==> src/rtl/pic_prog_loader_pkg.sv <==
// ---------------------------------------------------------------------------
// pic_prog_loader_pkg
//  Shared widths, state type and helpers for the PIC10F20x program loader.
//  The instruction width and memory depth mirror the cpu's own parameters so
//  the loader's write port lines up with the cpu's instruction memory.
// ---------------------------------------------------------------------------
package pic_prog_loader_pkg;

    localparam int PIC_INSTR_WIDTH        = 12;
    localparam int L2_PIC_INSTR_MEM_DEPTH = 9;

    // Cycles cpu_rst stays high after program_mode drops; must be >= 1.
    localparam int RST_HOLD = 4;

    localparam int HOLD_W = (RST_HOLD > 1) ? $clog2(RST_HOLD) : 1;

    // Largest usable word count: exactly one full instruction memory.
    localparam logic [L2_PIC_INSTR_MEM_DEPTH:0] MAX_LEN =
        {1'b1, {L2_PIC_INSTR_MEM_DEPTH{1'b0}}};

    typedef enum logic [2:0] {
        ST_WAIT  = 3'd0,
        ST_RX_LO = 3'd1,
        ST_RX_HI = 3'd2,
        ST_WRITE = 3'd3,
        ST_CHK   = 3'd4,
        ST_HOLD  = 3'd5,
        ST_RUN   = 3'd6,
        ST_ERR   = 3'd7
    } state_t;

    // Clamp a requested word count so the write address can never wrap.
    function automatic logic [L2_PIC_INSTR_MEM_DEPTH:0] sat_len(
        input logic [L2_PIC_INSTR_MEM_DEPTH:0] len
    );
        return (len > MAX_LEN) ? MAX_LEN : len;
    endfunction

endpackage

==> src/rtl/pic_prog_loader.sv <==
// ---------------------------------------------------------------------------
// pic_prog_loader
//  Boot/programming controller for the PIC10F20x cpu. Holds the cpu in reset
//  and program mode, pulls instruction words (low byte, then high byte) from a
//  byte stream, writes them into instruction memory, then checks an 8-bit
//  modulo-256 checksum byte. On a match program_mode drops and cpu_rst is
//  released RST_HOLD cycles later; on a mismatch the loader parks in ERR.
//
// Ports
//  clk           clock, all logic on posedge
//  rst           asynchronous reset, active-low
//  load_start    1-cycle pulse, begin a load (honoured in WAIT, RUN, ERR)
//  load_len      word count sampled with load_start, saturated to 2**L2
//  s_valid/s_ready/s_data   byte stream, transfer on s_valid && s_ready
//  we/waddr/wdata           registered instruction-memory write port
//  program_mode  cpu program_mode input
//  cpu_rst       cpu reset input, 1 = cpu held in reset
//  busy          load in progress (RX_LO..HOLD)
//  done          1-cycle pulse on the first RUN cycle
//  error         checksum mismatch, sticky until the next accepted load_start
// ---------------------------------------------------------------------------
module pic_prog_loader
    import pic_prog_loader_pkg::*;
(
    input  logic                              clk,
    input  logic                              rst,
    input  logic                              load_start,
    input  logic [L2_PIC_INSTR_MEM_DEPTH:0]   load_len,
    input  logic                              s_valid,
    output logic                              s_ready,
    input  logic [7:0]                        s_data,
    output logic                              we,
    output logic [L2_PIC_INSTR_MEM_DEPTH-1:0] waddr,
    output logic [PIC_INSTR_WIDTH-1:0]        wdata,
    output logic                              program_mode,
    output logic                              cpu_rst,
    output logic                              busy,
    output logic                              done,
    output logic                              error
);

    localparam int L2 = L2_PIC_INSTR_MEM_DEPTH;

    state_t            state;
    state_t            state_nxt;
    logic [L2:0]       len_q;
    logic [L2:0]       cnt_q;
    logic [L2-1:0]     addr_q;
    logic [7:0]        lo_q;
    logic [7:0]        sum_q;
    logic [HOLD_W-1:0] hold_q;
    logic              xfer;
    logic              start_ok;
    logic              last_word;
    logic              hold_last;

    assign xfer      = s_valid && s_ready;
    assign last_word = ((cnt_q + (L2+1)'(1)) == len_q);
    assign hold_last = (hold_q == HOLD_W'(RST_HOLD - 1));

    // State register. Reset lands in WAIT, which by itself forces the cpu
    // into reset and program mode through the decoded outputs below.
    always_ff @(posedge clk or negedge rst) begin
        if (!rst) begin
            state <= ST_WAIT;
        end else begin
            state <= state_nxt;
        end
    end

    // Next-state logic and the state-decoded control outputs. The cpu only
    // leaves program mode once the checksum has matched, and only leaves
    // reset after the hold window has expired.
    always_comb begin
        state_nxt    = state;
        start_ok     = 1'b0;
        s_ready      = 1'b0;
        program_mode = 1'b1;
        cpu_rst      = 1'b1;
        busy         = 1'b0;

        case (state)
            ST_WAIT, ST_RUN, ST_ERR: begin
                if (load_start) begin
                    start_ok  = 1'b1;
                    state_nxt = (sat_len(load_len) == '0) ? ST_CHK : ST_RX_LO;
                end
            end
            ST_RX_LO: begin
                s_ready = 1'b1;
                if (xfer) state_nxt = ST_RX_HI;
            end
            ST_RX_HI: begin
                s_ready = 1'b1;
                if (xfer) state_nxt = ST_WRITE;
            end
            ST_WRITE: begin
                state_nxt = last_word ? ST_CHK : ST_RX_LO;
            end
            ST_CHK: begin
                s_ready = 1'b1;
                if (xfer) state_nxt = (s_data == sum_q) ? ST_HOLD : ST_ERR;
            end
            ST_HOLD: begin
                if (hold_last) state_nxt = ST_RUN;
            end
            default: begin
                state_nxt = ST_WAIT;
            end
        endcase

        if (state == ST_HOLD || state == ST_RUN) program_mode = 1'b0;
        if (state == ST_RUN)                     cpu_rst      = 1'b0;
        if (state == ST_RX_LO || state == ST_RX_HI || state == ST_WRITE ||
            state == ST_CHK   || state == ST_HOLD)
            busy = 1'b1;
    end

    // Datapath: word counters, running checksum, hold counter and the
    // registered write port. The write strobe is launched on the high-byte
    // handshake so that it is visible during exactly the WRITE cycle; the
    // upper nibble of the high byte is dropped from wdata but still summed.
    always_ff @(posedge clk or negedge rst) begin
        if (!rst) begin
            len_q  <= '0;
            cnt_q  <= '0;
            addr_q <= '0;
            lo_q   <= '0;
            sum_q  <= '0;
            hold_q <= '0;
            we     <= 1'b0;
            waddr  <= '0;
            wdata  <= '0;
            done   <= 1'b0;
            error  <= 1'b0;
        end else begin
            we   <= 1'b0;
            done <= 1'b0;

            if (start_ok) begin
                len_q  <= sat_len(load_len);
                cnt_q  <= '0;
                addr_q <= '0;
                sum_q  <= '0;
                hold_q <= '0;
                error  <= 1'b0;
            end

            if (state == ST_RX_LO && xfer) begin
                lo_q  <= s_data;
                sum_q <= sum_q + s_data;
            end

            if (state == ST_RX_HI && xfer) begin
                sum_q <= sum_q + s_data;
                we    <= 1'b1;
                waddr <= addr_q;
                wdata <= {s_data[3:0], lo_q};
            end

            if (state == ST_WRITE) begin
                addr_q <= addr_q + L2'(1);
                cnt_q  <= cnt_q + (L2+1)'(1);
            end

            if (state == ST_HOLD) begin
                if (hold_last) begin
                    hold_q <= '0;
                    done   <= 1'b1;
                end else begin
                    hold_q <= hold_q + HOLD_W'(1);
                end
            end

            if (state == ST_CHK && xfer && s_data != sum_q) begin
                error <= 1'b1;
            end
        end
    end

endmodule
==> config.mk <==
export PLATFORM = sky130hd
export DESIGN_NAME = pic_prog_loader
export DESIGN_NICKNAME = d
export VERILOG_FILES = /design/src/rtl/pic_prog_loader_pkg.sv /design/src/rtl/pic_prog_loader.sv
export SDC_FILE = /design/constraint.sdc
export NUM_CORES = 1
export LEC_CHECK = 0
export BUFFER_PORTS_ARGS = -buffer_cell sky130_fd_sc_hd__buf_2
export CAP_MARGIN = 20
export CORE_MARGIN = 3
export CORE_UTILIZATION = 35
export CTS_BUF_LIST = sky130_fd_sc_hd__clkbuf_8
export DETAILED_ROUTE_END_ITERATION = 6
export SLEW_MARGIN = 0
export SYNTH_ARGS = -nofsm -noshare
export SYNTH_HDL_FRONTEND = slang
export SYNTH_SLANG_ARGS = --single-unit
==> constraint.sdc <==
create_clock -name clk -period 7.69 [get_ports clk]
set_clock_uncertainty 0.2 [all_clocks]
set_input_delay 0.3845 -clock clk [delete_from_list [all_inputs] [get_ports clk]]
set_output_delay 0.3845 -clock clk [all_outputs]
set_load 0.01 [all_outputs]
==> results of run 1 <==
-- per-layer routing --
metal / GRT usage [%] / wire length, um
met3: 4.35 / 373
met5: 0 / 0
met2: 20.5 / 3620
met1: 17.8 / 3970
met4: 4.30 / 95
-- area by class of cell --
class	count	share of cell area (%)
Clock buffer	9	2.78
Clock inverter	7	2.10
Tap cell	136	3.81
Inverter	7	0.589
Sequential cell	74	41.5
Multi-Input combinational cell	279	43.3
Timing Repair Buffer	51	5.89
-- Yosys cell counts (2+ instances only) --
master                      n
sky130_fd_sc_hd__buf_1      2
sky130_fd_sc_hd__or3_1      2
sky130_fd_sc_hd__a21o_1     3
sky130_fd_sc_hd__o41ai_1    2
sky130_fd_sc_hd__a21oi_1   15
sky130_fd_sc_hd__nand3_1   13
sky130_fd_sc_hd__ha_1      11
sky130_fd_sc_hd__buf_4      2
sky130_fd_sc_hd__o31ai_1    7
sky130_fd_sc_hd__nand4_1    5
sky130_fd_sc_hd__dfrtp_1   74
sky130_fd_sc_hd__a31oi_1    5
sky130_fd_sc_hd__xor2_1     6
sky130_fd_sc_hd__buf_2      2
sky130_fd_sc_hd__nor3_1     7
sky130_fd_sc_hd__and2_1     5
sky130_fd_sc_hd__a22o_1    10
sky130_fd_sc_hd__inv_1      7
sky130_fd_sc_hd__nand2_1   38
sky130_fd_sc_hd__nor3b_1    2
sky130_fd_sc_hd__or4_1      3
sky130_fd_sc_hd__mux2i_1    7
sky130_fd_sc_hd__nand2b_1  10
sky130_fd_sc_hd__xnor2_1   14
sky130_fd_sc_hd__nor2b_1    2
sky130_fd_sc_hd__mux2_2    30
sky130_fd_sc_hd__o21ai_0   36
sky130_fd_sc_hd__o211ai_1   4
sky130_fd_sc_hd__nor2_1    19
sky130_fd_sc_hd__clkbuf_1  16
sky130_fd_sc_hd__buf_6      2
-- power by group --
part	total (mW)	switching, mW	internal, mW
logic	0.564	0.292	0.272
registers	0.619	0.110	0.509
clock network	0.328	0.146	0.182
total	1.51	0.548	0.963
-- kinds of logic (layout without fill, tap and decap cells) --
family,Yosys count,count (layout),synth area share (%)
XOR/XNOR,20,20,4.47
AND/OR/NAND/NOR,118,118,15.4
flip-flops,74,74,47.3
multiplexers,37,37,10.4
adder cells (fa/ha/maj),12,12,4.02
buffers and inverters,31,74,3.61
AO/OA/AOI/OAI,92,92,14.8
-- flip-flops by register name, summed over array words and instances, names as in the netlist --
name    count
addr_q      9
cnt_q      10
done        1
error       1
hold_q      2
len_q      10
lo_q        8
state       3
sum_q       8
waddr       9
wdata      12
we          1
-- worst paths after layout --
check	to	cells past startpoint	startpoint
setup / recovery	state[0]	7	state[1]
hold / removal	error	1	rst
setup reg to reg	state[0]	7	state[1]
hold reg to reg	addr_q[8]	1	addr_q[8]
max in group asynchronous	len_q[0]	1	rst
min in group clk	lo_q[4]	2	s_data[4]
-- per-stage QoR --
stage / utilization [%] / std cells
after global placement: 40.0 / 547
after CTS: 42.1 / 563
final: 42.1 / 563
after global routing: 42.1 / 563
after floorplan: - / 384
after detailed placement: 40.0 / 547
-- placed cells by master, fill, tap and decap left out, types with 2 or more instances in the layout --
master                       count
sky130_fd_sc_hd__ha_1           11
sky130_fd_sc_hd__o41ai_1         2
sky130_fd_sc_hd__mux2_2         30
sky130_fd_sc_hd__nand4_1         5
sky130_fd_sc_hd__clkbuf_8        9
sky130_fd_sc_hd__inv_1           7
sky130_fd_sc_hd__a31oi_1         5
sky130_fd_sc_hd__nand2b_1       10
sky130_fd_sc_hd__a22o_1         10
sky130_fd_sc_hd__o31ai_1         7
sky130_fd_sc_hd__nor3_1          6
sky130_fd_sc_hd__clkinv_2        2
sky130_fd_sc_hd__nor2b_1         2
sky130_fd_sc_hd__nand3_1        13
sky130_fd_sc_hd__buf_4           3
sky130_fd_sc_hd__clkinvlp_4      2
sky130_fd_sc_hd__or3_1           2
sky130_fd_sc_hd__nor3b_1         2
sky130_fd_sc_hd__o211ai_1        4
sky130_fd_sc_hd__dfrtp_1        74
sky130_fd_sc_hd__o21ai_0        35
sky130_fd_sc_hd__a21o_1          3
sky130_fd_sc_hd__mux2i_1         7
sky130_fd_sc_hd__buf_2          48
sky130_fd_sc_hd__xor2_1          6
sky130_fd_sc_hd__xnor2_1        14
sky130_fd_sc_hd__nor2_1         19
sky130_fd_sc_hd__or4_1           3
sky130_fd_sc_hd__bufinv_16       2
sky130_fd_sc_hd__a21oi_1        15
sky130_fd_sc_hd__nand2_1        38
sky130_fd_sc_hd__and2_1          5
-- critical path: stages (launching register included) --
cell and delay (ns):
sky130_fd_sc_hd__dfrtp_1 0.71, sky130_fd_sc_hd__inv_1 0.18, sky130_fd_sc_hd__ha_1 0.40, sky130_fd_sc_hd__o21ai_0 0.16, sky130_fd_sc_hd__o211ai_1 0.11, sky130_fd_sc_hd__or4_1 0.47
sky130_fd_sc_hd__a211o_1 0.25, sky130_fd_sc_hd__a2bb2oi_1 0.14
==> summary by stage, run 1 <==
Worst setup path
The category of the worst setup path launch point is a flip-flop. The required arrival time at the worst endpoint is 7.72 ns. The endpoint kind of the worst setup timing path is a flip-flop.

The setup slack on the worst flop-to-flop path is 4.96 ns. The worst setup path is of the reg2reg kind. The worst path arrival time is 2.76 ns.

The largest fanout on the critical path is 21.

Logic synthesis
The post-synth design cell area is 3920 um2. Yosys attributes the largest share of cell area to sky130_fd_sc_hd__dfrtp_1, sky130_fd_sc_hd__mux2_2, sky130_fd_sc_hd__o21ai_0, sky130_fd_sc_hd__nand2_1, sky130_fd_sc_hd__ha_1. The count of yosys warnings during synthesis is 0. The top-area cell type share of the netlist area is 47.3%. The synthesized instance count is 384. Counting flops with an async set or reset pin after synthesis yields a share of 100%.

Each instance of the synthesized netlist takes up on average 10.2 um2. For this run, the leading register cell type out of synthesis is sky130_fd_sc_hd__dfrtp_1. The portion of the post-synthesis area used by sequential elements is 47.3%. The net count after synthesis is 418. The cell taking the most area after synthesis is sky130_fd_sc_hd__dfrtp_1. The number of library cell types mapped by synthesis is 54. Yosys mapped a number of flops with a built-in enable equal to 0. The synthesized design contains 74 register bits.

Placement
The HPWL after detailed placement is 5780 um. The worst-case setup slack after placement is 4.88 ns. The count of buffers inserted at the top-level ports is 49. The area of placed instances is 4240 um2. The congestion estimate from routability-driven global placement came to 0.823.

Floorplan
The vertical extent of the die is 112 um. The die span in x is 112 um. The site row count is 37. The floorplan core area is 10,600 um2. The number of primary I/O pins is 50. The initial standard-cell utilization of the core is 37.0%. The die area is 12,500 um2.

STA
Adding up every negative setup slack in the final design gives 0 ns. The share of the cycle needed by the critical path after routing is 35.5%. For the pin with the worst max-slew slack, the measured transition is 0.926 ns. The hold violation total from the final report is 26. The tightest hold path in the finished design has a slack of -0.0292 ns.

The number of pins exceeding their max-slew limit in the final report is 0. Setup violations remaining at the end of the flow were counted as 0. The worst pin sits at a relative slew slack of 38.2%. Setup repair after global routing left no endpoint under its margin.

The highest attainable clock frequency is 366 MHz. The smallest clock period supported by the final layout is computed as 2.73 ns. The final worst slack is 4.96 ns.

Outcome
The checks that failed: hold timing. The flow ran to the end, but the final reports show violations.

Route
For this run, design rule violations remaining after detail routing come to 0. The detail route stage leaves a number of antenna-violating nets equal to 0. The total wire length after detailed routing is 8050 um.

In the routed layout, each cell is associated on average with a via count of 5.12. The iteration-0 DRC count of the detailed router is 164. The post-detailed-route wirelength per cell is 14.3 um. The total number of vias is 2,884.

The iteration count of the initial detailed-routing pass is 4.

GRT
The via count of the first global-routing pass is 2,845. The initial antenna violation count is 0. The total congestion overflow after global routing is 0. The maximum number of pins on one net before global-route repair is 75. For this run, the total global-route usage over all layers was measured as 13.3%. The wire length of the first global-routing pass is 13,700 um.

Cells and area
The antenna diode instance count is 0. The post-route cell area is 4460 um2. For this run, the post-layout net count is 456. The final-layout fill cell count is 1,049. The post-route netlist has 24.8% of its cells at a drive strength greater than 1. The flip-flop and latch area is 1850 um2. The layout overhead on the synthesized area is 13.9%.

The area of the multi-input gates is 1930 um2.

CTS
The hold buffer count at CTS is 0. At the later pin of the worst-skew pair, clock insertion delay measures 0.34 ns. The clock tree synthesis step divided the H-tree into 3 levels.

The number of buffers created by CTS is 9. Clock tree synthesis selected as its root buffer the cell sky130_fd_sc_hd__clkbuf_8. The post-cts resize count is 0. The maximum clock insertion buffer count is 2.

The clock sink count is 74. The post-CTS setup buffer count is 0. TritonCTS built the clock tree.

The clock transition at the register clock pins on the worst setup and hold paths after CTS is 0.08 ns.

Min path
The path category of the worst min-delay check is in2async.

Power
The power density relative to cell area is 339 nW/um2. The worst-case IR drop observed on VDD is 0.167 mV. For this design the static power due to leakage is 2.03 nW. The total power draw is 1.51 mW.

Job
Across the run, the number of max-cap violations was 0.
Power figures use the tool's default switching activity.
==> inputs of run 2 (changes only) <==
- ABC_AREA: not set -> 1
- clock period: 7.69 -> 2.7 ns (I/O delays scaled with it)
==> summary by stage, run 2 <==
Outcome
The flow ran to the end, and the final reports show no timing, DRC or antenna violations.

Cells and area
The final-layout fill cell count is 1,059. The register with the highest flop count is wdata. The fraction of layout cells with a size suffix above 1 is 18.3%.

The final layout net count is 574. The flip-flop count of the largest register, all copies and words added is 12. The library cell used most frequently in the layout, excluding fill and tap cells, is sky130_fd_sc_hd__nand2_1. The layout overhead on the synthesized area is 23.3%. For this run, the number of standard cells in the final layout without fillers is 681. Summing all flip-flop and latch instances after layout gives 1850 um2. The library cells used most frequently in the layout, excluding fill and tap cells, are sky130_fd_sc_hd__nand2_1, sky130_fd_sc_hd__dfrtp_1, sky130_fd_sc_hd__inv_1. Cells fill 44.6% of the core in the end. Summing all multi-input logic gate instances after layout gives 1650 um2. The repair_antennas step left the layout with diodes totalling 0. The largest registers in the layout are wdata x12, cnt_q x10, len_q x10.

Worst setup path
The setup path with the least slack is of type reg2reg. The largest stage delay on the critical path is 0.56 ns. The largest individual stage delay along the critical path comes from the cell sky130_fd_sc_hd__dlygate4sd3_1. The kind of cell with the highest combined delay along the critical path is buffers and inverters. The endpoint kind of the worst setup timing path is a flip-flop. The required arrival time at the worst endpoint is 2.78 ns. The worst reg-to-reg path cell count is 11.

In this run the number of cells on the critical path is 11. The signal on the critical path passes through inv_2 > nand2_2 > nand2_2 > nor2_2 > inv_2 > nor2_4 > inv_2 > nor2_1 > nand2_1 > dlygate4sd3_1 > o21ai_0. The largest fanout on the critical path is 13. STA classifies the critical path startpoint as a flip-flop. The most frequent cell on the critical path is sky130_fd_sc_hd__inv_2. Data arrives at the worst endpoint at 2.57 ns.

The buffer and inverter count on the worst path is 4.

Logic synthesis
Of all flip-flops after synthesis, the portion carrying an async set or reset was 100%. Counting flops with a built-in enable in the synthesized netlist gives 0. Among all cell types in the netlist, the one instantiated most often is sky130_fd_sc_hd__nand2_1. Synthesis instantiated 37 different standard cells from the library. The average size of a mapped cell is 8.18 um2.

The cell taking the most area after synthesis is sky130_fd_sc_hd__dfrtp_1. The commonest cells after synthesis are sky130_fd_sc_hd__nand2_1, sky130_fd_sc_hd__dfrtp_1, sky130_fd_sc_hd__inv_1. The synthesized design devotes to its leading area cell type 49.3% of total area. The dominant synthesized flop cell is sky130_fd_sc_hd__dfrtp_1. The net count after synthesis is 493. The flop and latch count out of synthesis is 74. Counting every instance in the synthesized netlist gives 459. The portion of the post-synthesis area used by sequential elements is 49.3%. Yosys attributes the largest share of cell area to sky130_fd_sc_hd__dfrtp_1, sky130_fd_sc_hd__nand2_1, sky130_fd_sc_hd__inv_1, sky130_fd_sc_hd__o21ai_0, sky130_fd_sc_hd__nand3_1. The post-synth design cell area is 3760 um2.

During synthesis, Yosys emitted a total of 0 warnings.

CTS
The number of clock buffers added by TritonCTS is 9. The depth of the CTS H-tree is 3. The later pin in the worst-skew pair is clocked with a latency of 0.36 ns.

The CTS tree is built. Clock tree synthesis found a total of 74 sinks. The tree is rooted in a sky130_fd_sc_hd__clkbuf_8. No sink is reached through more buffers than the 2 on the longest clock path. Gates resized during post-CTS repair numbered 0. The clock transition at the register clock pins on the worst setup and hold paths after CTS is 0.08 ns.

Route
The total number of vias is 3,289. In this run the remaining antenna-violating nets after routing total 0. The post-detailed-route wirelength per cell is 13.3 um. The iteration count of the initial detailed-routing pass is 6.

The final layout contains routed wiring with a total length of 9040 um. The iteration-0 DRC count of the detailed router is 226. After detailed routing, the number of remaining DRC violations is 0. In the routed layout, each cell is associated on average with a via count of 4.83.

STA
The highest attainable clock frequency is 402 MHz. Setup repair after global routing left no endpoint under its margin. Measured against its own limit, the worst slew margin works out to 66.2%.

The number of pins exceeding their max-slew limit in the final report was 0. The slew at the pin with the worst max-slew slack is 0.507 ns. Across all setup checks in the final design, the least slack found is 0.212 ns. The hold violation total from the final report came to 0.

For the finished layout, the period the worst path requires is 2.49 ns. Setup violations remaining at the end of the flow were counted as 0. The share of the cycle needed by the critical path after routing is 92.1%. Setup total negative slack on the finished layout was measured at 0 ns.

Job
Across the run, the number of max-cap violations was 0.

Power
The cell-internal power is 2.60 mW. The proportion of power drawn by combinational gates is 40.5%. The clock network power share is 20.6%.

The share of power burned in registers is 38.9%. The power density relative to cell area is 942 nW/um2. The total leakage power is 2.33 nW. For this design the total switching power over the nets is 1.76 mW. The peak supply drop is 0.385 mV. The switching portion of total power is 40.4%.

GRT
The initial antenna violation count came to 0. The total congestion overflow after global routing is 0. Global routing used 16.4% of the available tracks.

The via count of the first global-routing pass came to 3,308. The first global-routing pass estimated 15,300 um of wire. Entering global routing, the biggest net connects 75 pins.

Floorplan
The number of primary I/O pins is 50. Measured along the x axis, the die boundary spans 110 um. The die area is 12,000 um2. The floorplan core area is 10,400 um2. The initial standard-cell utilization of the core is 36.2%. The site row count is 37. The die is 110 um tall.

Placement
Buffers placed on the I/O ports in this run total 49. The number of placed instances with taps included is 637. Routability-driven placement finished with a final weighted congestion of 0.862.

After legalization and detailed placement, the total HPWL measured 6180 um. The worst-case setup slack after placement is 0.544 ns.

Min path
In this run the worst hold path is classified as in2async.
## run 2: repair_timing
action                     in CTS  in global routing
setup endpoints to repair       0                  2
buffers inserted                0                  5
hold buffers                   23                  0
hold endpoints to repair      100                  0
## run 2: power groups by stage
stage | clock network, mW | logic (mW) | registers [mW]
2_1_floorplan | 0 | 1.16 | 1.73
3_3_place_gp | 0 | 1.67 | 1.71
3_5_place_dp | 0 | 1.70 | 1.72
4_1_cts | 0.931 | 1.74 | 1.70
5_1_grt | 0.972 | 2.03 | 1.75
6_report | 0.899 | 1.76 | 1.70
## run 2: per-stage QoR
step           area [um2]  power (mW)  hold WS [ns]
3_5_place_dp         4160        3.42       0.00367
4_1_cts              4590        4.37         0.139
3_3_place_gp         4160        3.38       0.00551
6_report             4630        4.36         0.139
5_1_grt              4630        4.75         0.157
2_1_floorplan        3760        2.89        -0.361
## run 2: final timing paths
| path | from | end | slack, ns |
|---|---|---|---|
| hold / removal | rst | cnt_q[7] | 0.14 |
| setup reg to reg | state[2] | len_q[8] | 0.21 |
| hold reg to reg | addr_q[6] | addr_q[6] | 0.27 |
| max in group asynchronous | rst | done | 1.85 |
| min in group clk | addr_q[6] | addr_q[6] | 0.27 |
| setup / recovery | state[2] | len_q[8] | 0.21 |
## run 2: cell families after synthesis
logic type / count (synthesis) / share of synthesized area [%]
AND/OR/NAND/NOR: 219 / 26.1
XOR/XNOR: 7 / 1.63
flip-flops: 74 / 49.3
AO/OA/AOI/OAI: 80 / 11.9
adder cells (fa/ha/maj): 12 / 4.20
buffers and inverters: 67 / 6.90
## run 2: cell type report
class,count,share of cell area [%]
Timing Repair Buffer,79,11.7
Clock inverter,6,1.43
Tap cell,136,3.68
Inverter,58,4.70
Sequential cell,74,40.0
Clock buffer,10,2.97
Multi-Input combinational cell,318,35.5
## run 2: layer usage
metal | vias up | part of all wire (%) | track usage (%)
met5 | - | 0 | 0
met4 | 0 | 3.0 | 9.62
met3 | 24 | 3.2 | 2.58
met2 | 73 | 50 | 26.9
met1 | 1538 | 44 | 20.3
li1 | 1654 | - | -
## run 2: worst min-delay path, cell delays in order
cell and delay [ns]:
sky130_fd_sc_hd__dlygate4sd3_1 0.52, sky130_fd_sc_hd__buf_2 0.12, sky130_fd_sc_hd__buf_12 0.33
==> inputs of run 3 (changes only) <==
- clock period: 2.7 -> 3.25 ns (I/O delays scaled with it)
==> summary by stage, run 3 (synthesis results as in run 2) <==
Power
In this run, the combinational gates consume 41.0% of the power. Of the total power, the share spent switching nets is 41.4%. The internal power of the cells totals 2.05 mW. The power density relative to cell area is 766 nW/um2. Per report_power, the clock group accounts for 18.6% of the total. The reported net switching power is 1.45 mW. The peak supply drop is 0.323 mV. The analysis attributes to cell leakage a power of 2.29 nW. The share of power burned in registers is 40.4%.

Worst setup path
The largest fanout on the critical path is 15. By startpoint and endpoint, the worst setup path is classified as reg2reg. The most frequent cell on the critical path is sky130_fd_sc_hd__inv_2.

STA classifies the critical path startpoint as a flip-flop. The endpoint kind of the worst setup timing path is a flip-flop. Traced cell by cell, the critical path runs through inv_2 > nand2_2 > nand2_2 > nor2_2 > inv_2 > nor2_4 > inv_2 > nor2_1 > nand2_1 > dlygate4sd3_1 > o21ai_0. The slowest cell on the critical path is sky130_fd_sc_hd__dlygate4sd3_1. For the worst setup path, the data required time is 3.32 ns.

In this design, the stage delay of the slowest critical-path cell is 0.57 ns. Data arrives at the worst endpoint at 2.64 ns.

CTS
The longest clock path from root to sink contains 2 buffers. Buffers added to address setup during post-CTS repair amount to 0. The post-cts resize count is 0.

Counting every sink on the clock net gives 74. The master cell of the clock root buffer is sky130_fd_sc_hd__clkbuf_8. The number of clock buffers added by TritonCTS is 9. At the later pin of the worst-skew pair, clock insertion delay measures 0.36 ns. CTS built an H-tree with a depth of 3. After clock tree synthesis, the clock-pin slew on the worst setup and hold paths is 0.08 ns. The CTS tree is built.

Placement
Detailed placement finished with a half-perimeter wire length of 6400 um. The final RePlAce weighted congestion is 0.887. The number of placed instances with taps included is 637. The count of buffers inserted at the top-level ports is 49.

GRT
Global routing consumed, on the met2 layer, 26.3% of the routing resources. Entering global routing, the biggest net connects 45 pins. The total congestion overflow after global routing is 0. The global-route usage over all layers is 16.1%.

The global-route layer with the greatest usage is met2. The via count of the first global-routing pass was 3,216. Global routing consumed, on the met3 layer, 3.17% of the routing resources. For this run, global-route usage on met1 was measured as 20.6%. The initial antenna violation count is 0. The first global-routing pass estimated 15,200 um of wire.

STA
Headroom to the max-slew limit came out at 51.1%. The routed design could run at a clock period as short as 2.57 ns. Summed over all failing endpoints, the final setup total negative slack is 0 ns. Of the available clock period, the critical path in the final layout requires 79.1%. Setup repair after global routing left no endpoint under its margin. For the pin with the worst max-slew slack, the measured transition is 0.733 ns. The highest attainable clock frequency is 389 MHz. The number of pins exceeding their max-slew limit in the final report is 0. Setup violations remaining at the end of the flow were counted as 0. The hold violation total from the final report is 0.

Floorplan
The core region is 10,400 um2. The number of primary I/O pins is 50. The floorplan step set the die width to 110 um. The initial standard-cell utilization of the core is 36.2%. The die covers 12,000 um2. The site row count is 37. The vertical extent of the die is 110 um.

Outcome
The flow ran to the end, and the final reports show no timing, DRC or antenna violations.

Cells and area
In the layout the commonest cells are sky130_fd_sc_hd__nand2_1, sky130_fd_sc_hd__dfrtp_1, sky130_fd_sc_hd__inv_1. The number of standard cells in the final layout excluding fillers is 676. The register with the most flip-flops in the layout has 12 of them. The fraction of layout cells with a size suffix above 1 is 17.8%. The largest registers in the layout are wdata x12, cnt_q x10, len_q x10.

The layout overhead on the synthesized area is 21.6%. At the end of the flow, the number of nets in the layout was 569. 0 antenna diodes ended up in the layout.

The commonest non-fill, non-tap cell in the layout is sky130_fd_sc_hd__nand2_1. More flip-flops sit in one register than any other, and that register is wdata.

Route
The iteration count of the initial detailed-routing pass is 4. The number of design rule violations left after detail routing is 0. In the routed layout, each cell is associated on average with a via count of 4.89. The total wire length after detailed routing is 8940 um. Once detail routing completed, the nets flagged for antenna violations numbered 0.

The final route contains 3,308 vias. After detailed routing, the average wire length per cell comes to 13.2 um. The first routing iteration left 166 violations.

Min path
In this run the worst hold path is classified as in2async.

Job
The count of maximum capacitance violations is 0.
run 3: metrics by stage:
| step | area [um2] | setup slack (ns) | hold slack, ns | power, mW | util [%] |
|---|---|---|---|---|---|
| final | 4570 | 0.680 | 0.210 | 3.50 | 44.1 |
| after global routing | 4570 | 0.485 | 0.260 | 3.81 | 44.1 |
| after CTS | 4570 | 0.701 | 0.235 | 3.54 | 44.1 |
| after detailed placement | 4160 | 1.09 | 0.0765 | 2.85 | 40.1 |
| after global placement | 4160 | 1.16 | 0.0678 | 2.81 | 40.1 |
| after floorplan | 3760 | 1.26 | -0.333 | 2.40 | - |
run 3: timing repair:
item                                    CTS  global route
endpoints found under the setup margin    0             0
hold buffers                             23             0
hold endpoints to repair                 55             0
run 3: per-layer routing:
| metal | vias to the layer above | wire (um) |
|---|---|---|
| met1 | 1580 | 4070 |
| met3 | 21 | 266 |
| li1 | 1653 | - |
| met4 | 0 | 197 |
| met2 | 54 | 4400 |
| met5 | - | 0 |
run 3: power by group through the flow:
stage | sequential [mW] | combinational, mW | clock [mW]
2_1_floorplan | 1.44 | 0.967 | 0
5_1_grt | 1.45 | 1.65 | 0.707
3_5_place_dp | 1.43 | 1.42 | 0
3_3_place_gp | 1.43 | 1.38 | 0
6_report | 1.41 | 1.43 | 0.652
4_1_cts | 1.41 | 1.45 | 0.675
run 3: worst max-delay path, delay by kind of cell (launching register included):
kind	cells	cell delay [ns]
simple gates	6	0.82
flops	1	0.46
compound gates	1	0.08
buf+inv	4	0.92
run 3: worst paths after layout:
kind | startpoint | endpoint | slack (ns) | cells past startpoint
min in group clk | lo_q[2] | wdata[2] | 0.27 | 2
max | state[1] | len_q[6] | 0.68 | 11
min | rst | waddr[3] | 0.21 | 2
max in group asynchronous | rst | wdata[4] | 1.96 | 3
min reg2reg | lo_q[2] | wdata[2] | 0.27 | 2
max reg2reg | state[1] | len_q[6] | 0.68 | 11
run 3: layout make-up:
class                           count  area [um2]
Fill cell                        1070        5800
Sequential cell                    74        1850
Multi-Input combinational cell    318        1650
Timing Repair Buffer               74         503
Inverter                           58         218
Tap cell                          136         170
Clock buffer                       10         138
Clock inverter                      6        42.5
